--- src/rtl/md_hazard_ctrl.sv ---
// rtl/md_hazard_ctrl.sv - stall/flush controller with multiply/divide busy sequencing
//
// Purpose:
//   Central hazard controller for a five-stage pipeline. It compares the
//   D-stage source registers and their Tuse against the E/M destinations and
//   their Tnew. It also tracks the multi-cycle multiply/divide unit so that
//   D-stage md instructions wait until the unit is free.
//
// Ports:
//   clk          pipeline clock
//   reset        asynchronous active-low reset
//   D_rs, D_rt   D-stage source register numbers
//   D_tuse_rs/rt cycles until each source is consumed (3 = unused)
//   D_is_md      D-stage instruction touches the md unit or HI/LO
//   E_wa, E_tnew E-stage destination (0 = none) and cycles until its result
//   E_md_start   E-stage instruction launches a mult/div this cycle
//   E_md_is_div  launched op is a divide (else multiply)
//   M_wa, M_tnew M-stage destination (0 = none) and cycles until its result
//   stall        hold the F/D registers and PC
//   flush_E      load a nop bubble into the E register
//   md_busy      md unit occupied
//   md_done      one-cycle pulse on the last busy cycle
//   stall_cnt    saturating count of stalled cycles

module md_hazard_ctrl #(
  parameter int MULT_CYC = 5,
  parameter int DIV_CYC  = 10
) (
  input  logic        clk,
  input  logic        reset,
  input  logic [4:0]  D_rs,
  input  logic [4:0]  D_rt,
  input  logic [1:0]  D_tuse_rs,
  input  logic [1:0]  D_tuse_rt,
  input  logic        D_is_md,
  input  logic [4:0]  E_wa,
  input  logic [1:0]  E_tnew,
  input  logic        E_md_start,
  input  logic        E_md_is_div,
  input  logic [4:0]  M_wa,
  input  logic [1:0]  M_tnew,
  output logic        stall,
  output logic        flush_E,
  output logic        md_busy,
  output logic        md_done,
  output logic [15:0] stall_cnt
);

  typedef enum logic {
    IDLE = 1'b0,
    BUSY = 1'b1
  } state_t;

  localparam logic [3:0] MULT_LD = 4'(MULT_CYC);
  localparam logic [3:0] DIV_LD  = 4'(DIV_CYC);

  state_t      state_q;
  logic [3:0]  cnt_q;
  logic [15:0] stall_cnt_q;
  logic [15:0] stall_cnt_d;

  logic haz_rs;
  logic haz_rt;
  logic md_stall;

  // Tnew never exceeds 2, so a Tuse of 3 can never satisfy Tnew > Tuse.
  assign haz_rs = (D_rs != 5'd0) &
                  (((D_rs == E_wa) & (E_tnew > D_tuse_rs)) |
                   ((D_rs == M_wa) & (M_tnew > D_tuse_rs)));

  assign haz_rt = (D_rt != 5'd0) &
                  (((D_rt == E_wa) & (E_tnew > D_tuse_rt)) |
                   ((D_rt == M_wa) & (M_tnew > D_tuse_rt)));

  // The launch cycle is covered by E_md_start since state is still IDLE then.
  assign md_stall = D_is_md & (E_md_start | (state_q == BUSY));

  assign stall   = haz_rs | haz_rt | md_stall;
  assign flush_E = stall;
  assign md_busy = (state_q == BUSY);
  assign md_done = (state_q == BUSY) & (cnt_q == 4'd1);

  // A start seen while BUSY is a protocol violation and is deliberately
  // ignored: no reload, countdown continues undisturbed.
  always_ff @(posedge clk or negedge reset) begin
    if (!reset) begin
      state_q <= IDLE;
      cnt_q   <= 4'd0;
    end else begin
      case (state_q)
        IDLE: begin
          if (E_md_start) begin
            state_q <= BUSY;
            cnt_q   <= E_md_is_div ? DIV_LD : MULT_LD;
          end
        end
        BUSY: begin
          if (cnt_q > 4'd1) begin
            cnt_q <= cnt_q - 4'd1;
          end else begin
            state_q <= IDLE;
            cnt_q   <= 4'd0;
          end
        end
        default: begin
          state_q <= IDLE;
          cnt_q   <= 4'd0;
        end
      endcase
    end
  end

  always_comb begin
    stall_cnt_d = stall_cnt_q;
    if (stall && (stall_cnt_q != 16'hFFFF)) begin
      stall_cnt_d = stall_cnt_q + 16'd1;
    end
  end

  always_ff @(posedge clk or negedge reset) begin
    if (!reset) begin
      stall_cnt_q <= 16'd0;
    end else begin
      stall_cnt_q <= stall_cnt_d;
    end
  end

  assign stall_cnt = stall_cnt_q;

endmodule
--- config.mk ---
export PLATFORM = sky130hd
export DESIGN_NAME = md_hazard_ctrl
export DESIGN_NICKNAME = d
export VERILOG_FILES = /design/src/rtl/md_hazard_ctrl.sv
export SDC_FILE = /design/constraint.sdc
export NUM_CORES = 1
export LEC_CHECK = 0
export ABC_AREA = 1
export BUFFER_PORTS_ARGS = -buffer_cell sky130_fd_sc_hd__buf_2
export CAP_MARGIN = 20
export CORE_MARGIN = 3
export CORE_UTILIZATION = 47
export DETAILED_ROUTE_END_ITERATION = 12
export HOLD_SLACK_MARGIN = 0.03
export PLACE_DENSITY = 0.79
export SYNTH_ARGS = -nofsm -noshare
export SYNTH_HDL_FRONTEND = slang
export SYNTH_SLANG_ARGS = --single-unit
export TNS_END_PERCENT = 10
--- constraint.sdc ---
create_clock -name clk -period 2.8 [get_ports clk]
set_input_delay 0.84 -clock clk [delete_from_list [all_inputs] [get_ports clk]]
set_output_delay 0.84 -clock clk [all_outputs]
set_load 0.02 [all_outputs]
# Word level (Yosys, flattened, before mapping)
# Cells that the tools add are included.
op_classes:
  add_sub_neg: 2
  order_cmp: 5
  eq_ne: 7
  n_mux: 7
  bitwise_logic: 14
  n_reduce_logical: 3
ops:
  columns: ["cell", "n"]
  rows:
  - ["$eq 5x5->1", 4]
  - ["$add 16x1->16 const B", 1]
  - ["$ne 16x16->1 const B", 1]
  - ["$mux 4", 3]
  - ["$reduce_bool 5->1", 2]
  - ["$and 1x1->1", 8]
  - ["$gt 2x2->1", 4]
  - ["$pmux 4 s2", 1]
  - ["$or 1x1->1", 5]
  - ["$eq 4x1->1 const B", 1]
  - ["$gt 4x1->1 const B", 1]
  - ["$sub 4x1->4 const B", 1]
  - ["$mux 1", 2]
  - ["$ne 2x2->1 const B", 1]
  - ["$pmux 1 s2", 1]
  - ["$logic_and 1x1->1", 1]
  - ["$not 1->1", 1]
word_totals:
  reg_bits: 21
  in_bits: 33
  out_inout_bits: 20
  wordCells: 41

# Longest topological paths before layout
logic_depth:
  ltp_word: 7
  ltp_mapped: 15
  depth_no_buf: 14

# Worst setup path before layout
# OpenSTA, ideal clock, no wires.
synth_path:
  path_kind: "input to output"
  start: "input port D_tuse_rt[1]"
  end: "output port stall"
  arrival_time_ps: 2142
  required_ps: 1960
  path_slack_ps: -182
  stages: 13
  n_path_buf: 2
  cell_sequence: "inv_1 ha_1 nand2_1 inv_1 nor2_1 nand2_1 nor2_1 nand2_1 nand2_1 nand2_1 nand3_1 buf_2 buf_4"
synth_via:
  elab_chain_len: 6
  word_cells_on_any_way: 8
  cone_classes: "2 x order compare; 6 x bitwise"
synth_lines:
  columns: ["element", "line_no", "text"]
  rows:
  - ["start: declaration", "34", "input logic [1:0] D_tuse_rt,"]
  - ["$gt 2x2->1, on equally long branches", "72, 73", null]
  - ["$and 1x1->1, on equally long branches", "72, 73", null]
  - ["$or 1x1->1 *", "72", "(((D_rt == E_wa) & (E_tnew > D_tuse_rt)) |"]
  - ["$and 1x1->1 *", "71", "assign haz_rt = (D_rt != 5'd0) &"]
  - ["$or 1x1->1 * (2 in series)", "78", "assign stall = haz_rs | haz_rt | md_stall;"]
  - ["end: declaration", "42", "output logic stall,"]
# Mark *: on every way between the ends. The rest lies on a longest branch, timed or not.

# Worst setup path after layout
layout_path:
  start: "input port D_tuse_rs[1]"
  end: "output port flush_E"
layout_via:
  elab_chain_len: 6
  word_cells_on_any_way: 8
  cone_classes: "2 x order compare; 6 x bitwise"
layout_lines:
  columns: ["element", "line_no", "text"]
  rows:
  - ["start: declaration", "33", "input logic [1:0] D_tuse_rs,"]
  - ["$gt 2x2->1, on equally long branches", "68, 69", null]
  - ["$and 1x1->1, on equally long branches", "68, 69", null]
  - ["$or 1x1->1 *", "68", "(((D_rs == E_wa) & (E_tnew > D_tuse_rs)) |"]
  - ["$and 1x1->1 *", "67", "assign haz_rs = (D_rs != 5'd0) &"]
  - ["$or 1x1->1 * (2 in series)", "78", null]
  - ["end: declaration", "43", "output logic flush_E,"]
# Marked as above.

==> metrics <==
mux cell area share after synthesis=0; core area=0.00374 mm^2; GP Congestion=0.909; violated checks=setup timing; Hold Crit Class=flop to flop; Critical Path AT=1980 ps; Clock transition at path regs=80 ps; Slew headroom=0.689; worst-path cell chain=buf_8 -> inv_6 -> ha_4 -> nand2_2 -> inv_2 -> nor2_2 -> nand2_1 -> nor2_1 -> nand2_1 -> nand2_1 -> nand2_2 -> nand3_4 -> buf_6; xor/xnor share of the synthesized area=0.0655; Netlist cell types=23; Post-Synth Simple-Gate Area=0.408; Worst Setup End Kind=output port; clock sinks=21; Antenna diodes=0; period utilization=1.01; critical path class=input pin to output port; Worst EP required=1960 ps; post-synthesis adder-cell area fraction=0.0735; Synth Area in Compound Gates=0.0455; worst-path cell with the longest stage delay=ha_4; unrepaired setup endpoints after global routing=true; IO Count=53; actual slew at the worst max-slew pin=463 ps; FP Rows=22; Avg WL per Cell=11.3 um; first-iteration detailed-routing DRC count=152; maximum fanout along the worst path=3; router iterations before antenna repair=4; initial antenna violation count=0; Critical Path Source Type=input pin; area grow syn2layout=28.5%; die height=69.1 um; H-tree depth=1; Non-Filler Instances=402; first-pass GRT wire length=7690 um; Post-Syn Instances=300; total number of vias=2016; total chip power=0.00123 W; Ys Warns=0; Crit path largest cell delay=200 ps; Leakage=1.37 nW; post-synth net total=344; VDD IR max=193 uV; Remaining DRCs=0; Die Wd=69.1 um; vias in the first global route=1822; FILL cells=345; Vias/cell=5.01; Reg area=526 um^2; IO Port Bufs=52; sw power=0.000518 W; Multi-input gate area=0.00123 mm^2; Initial Util=0.500; placed cells=397; PD cells=512 mW/mm^2; post-layout min period=2820 ps; Hold Violations, Final=0; Post-Syn Area per Cell=6.24 um^2; number of synthesized register bits=21; detailed-placement wirelength estimate=3360 um; FMAX=355 MHz; NumNets Final=399; Comb pwr share=0.470; Final Worst Setup Slack=-18.9 ps; full die area=0.00478 mm^2; Post-Syn Area=0.00187 mm^2; Root Driver=clkbuf_8; total CTS buffers=3; Skew-Pair Late Insertion Delay=260 ps; CP dominant cell by count=nand2_1; Fin Hold WS=520 ps; share of cells above drive strength 1=0.246; Pins Over Slew Limit=0; Overall Global Routing Usage=0.190; outcome=complete, but fails checks; MaxCap Viol Count=0; Seq/Total Area, Yosys=0.281; CTS max path bufs=2; Power Internal=0.000713 W; largest family of logic cells by synthesized area=simple AND/OR/NAND/NOR gates; Overflow after GRT=0; number of routed nets with antenna violations=0; Routed WL=4560 um; largest net degree at the start of global routing=22; clock share of power=0.162; CTS tree=yes; final setup vio count=2; switching share of total power=0.421; Reg power frac=0.368; Max Clock Skew=4.73 ps
## flip-flops by register name, summed over array words and instances, names as in the netlist
signal,cells
cnt_q,4
stall_cnt,16
md_busy,1
## cells in the mapped netlist
| cell type | instances | area [um^2] |
|---|---|---|
| a21oi_1 | 8 | 40.0 |
| a22oi_1 | 2 | 15.0 |
| buf_2 | 3 | 15.0 |
| buf_4 | 1 | 7.51 |
| buf_6 | 1 | 11.3 |
| dfrtp_1 | 21 | 526 |
| ha_1 | 11 | 138 |
| inv_1 | 54 | 203 |
| nand2_1 | 105 | 394 |
| nand2_2 | 2 | 12.5 |
| nand3_1 | 31 | 155 |
| nand3_2 | 1 | 10.0 |
| nand4_1 | 2 | 12.5 |
| nand4_2 | 1 | 12.5 |
| nor2_1 | 24 | 90.1 |
| nor2_2 | 2 | 12.5 |
| nor3_1 | 8 | 40.0 |
| nor4_1 | 1 | 6.26 |
| nor4_2 | 1 | 12.5 |
| o21ai_0 | 6 | 30.0 |
| or2_2 | 1 | 6.26 |
| xnor2_1 | 3 | 26.3 |
| xor2_1 | 11 | 96.3 |
## final cells by class
cell class,count,share of cell area
clock buffer,4,0.0187
multi-input combinational,220,0.511
timing repair buffer,55,0.136
tap,48,0.0250
sequential,21,0.218
inverter,54,0.0915
## cell usage in the layout, fill, tap and decap left out, drive strengths merged
master and n:
clkbuf 4, nor3 8, inv 54, xnor2 3, nor2 26, a22oi 2, dfrtp 21, a21oi 8
buf 55, xor2 11, o21ai 6, nand2 107, nor4 2, nand4 3, or2 1, nand3 32
ha 11
## path summary, 6_finish.rpt
| kind | from | to | slack, ps | cells past startpoint |
|---|---|---|---|---|
| setup reg to reg | stall_cnt[0]$_DFFE_PN0P_ | stall_cnt[0]$_DFFE_PN0P_ | 880 | 9 |
| min in group asynchronous | reset | stall_cnt[3]$_DFFE_PN0P_ | 530 | 1 |
| hold reg to reg | stall_cnt[14]$_DFFE_PN0P_ | stall_cnt[14]$_DFFE_PN0P_ | 520 | 2 |
| max in group asynchronous | reset | stall_cnt[11]$_DFFE_PN0P_ | 1950 | 1 |
| setup / recovery | D_tuse_rs[1] | flush_E | -20 | 13 |
| hold / removal | stall_cnt[14]$_DFFE_PN0P_ | stall_cnt[14]$_DFFE_PN0P_ | 520 | 2 |
## per-stage QoR
step            util  setup TNS (ps)  area, um^2  setup WS [ps]
2_1_floorplan      -               0        1890           5.52
3_3_place_gp   0.582            -177        2180          -88.9
3_5_place_dp   0.582            -209        2180           -106
4_1_cts        0.626               0        2340          0.469
5_1_grt        0.643            -205        2410           -103
6_report       0.643           -36.2        2410          -18.9
## worst max-delay path: cells and delay by family
family	cells	cell delay (ps)
buffers and inverters	4	320
and+or+nand+nor	8	600
adders and majority gates	1	200
## per-layer routing
metal	up-vias	share of wire	wire, um	GRT usage
met5	-	0	0	0
met4	0	0.019	85	0.0672
met3	8	0.065	296	0.0277
met2	84	0.47	2150	0.319
met1	885	0.45	2030	0.247
li1	1039	-	-	-
## what timing repair did
item | CTS | global route
gates resized for setup | 21 | 18
setup endpoints to repair | 2 | 2
buffers inserted | 1 | 0
hold buffers | 0 | 0
endpoints found under the hold margin | 0 | 0
pin swaps | 15 | 15
## power by group through the flow
stage	sequential, W	clock [W]	combinational, W
after floorplan	0.000493	0	0.000345
after detailed placement	0.000458	0	0.000532
after global routing	0.000467	0.000218	0.000652
final	0.000453	0.000199	0.000579
after global placement	0.000455	0	0.000516
after CTS	0.000453	0.000204	0.000563
## cells by family (layout without fill, tap and decap cells)
group	after synthesis	in the layout
xor gates and xnor gates	14	14
and+or+nand+nor	179	179
buffers and inverters	59	113
DFF	21	21
AOI/OAI and AO/OA	16	16
adders and majority gates	11	11
Power figures use the tool's default switching activity.
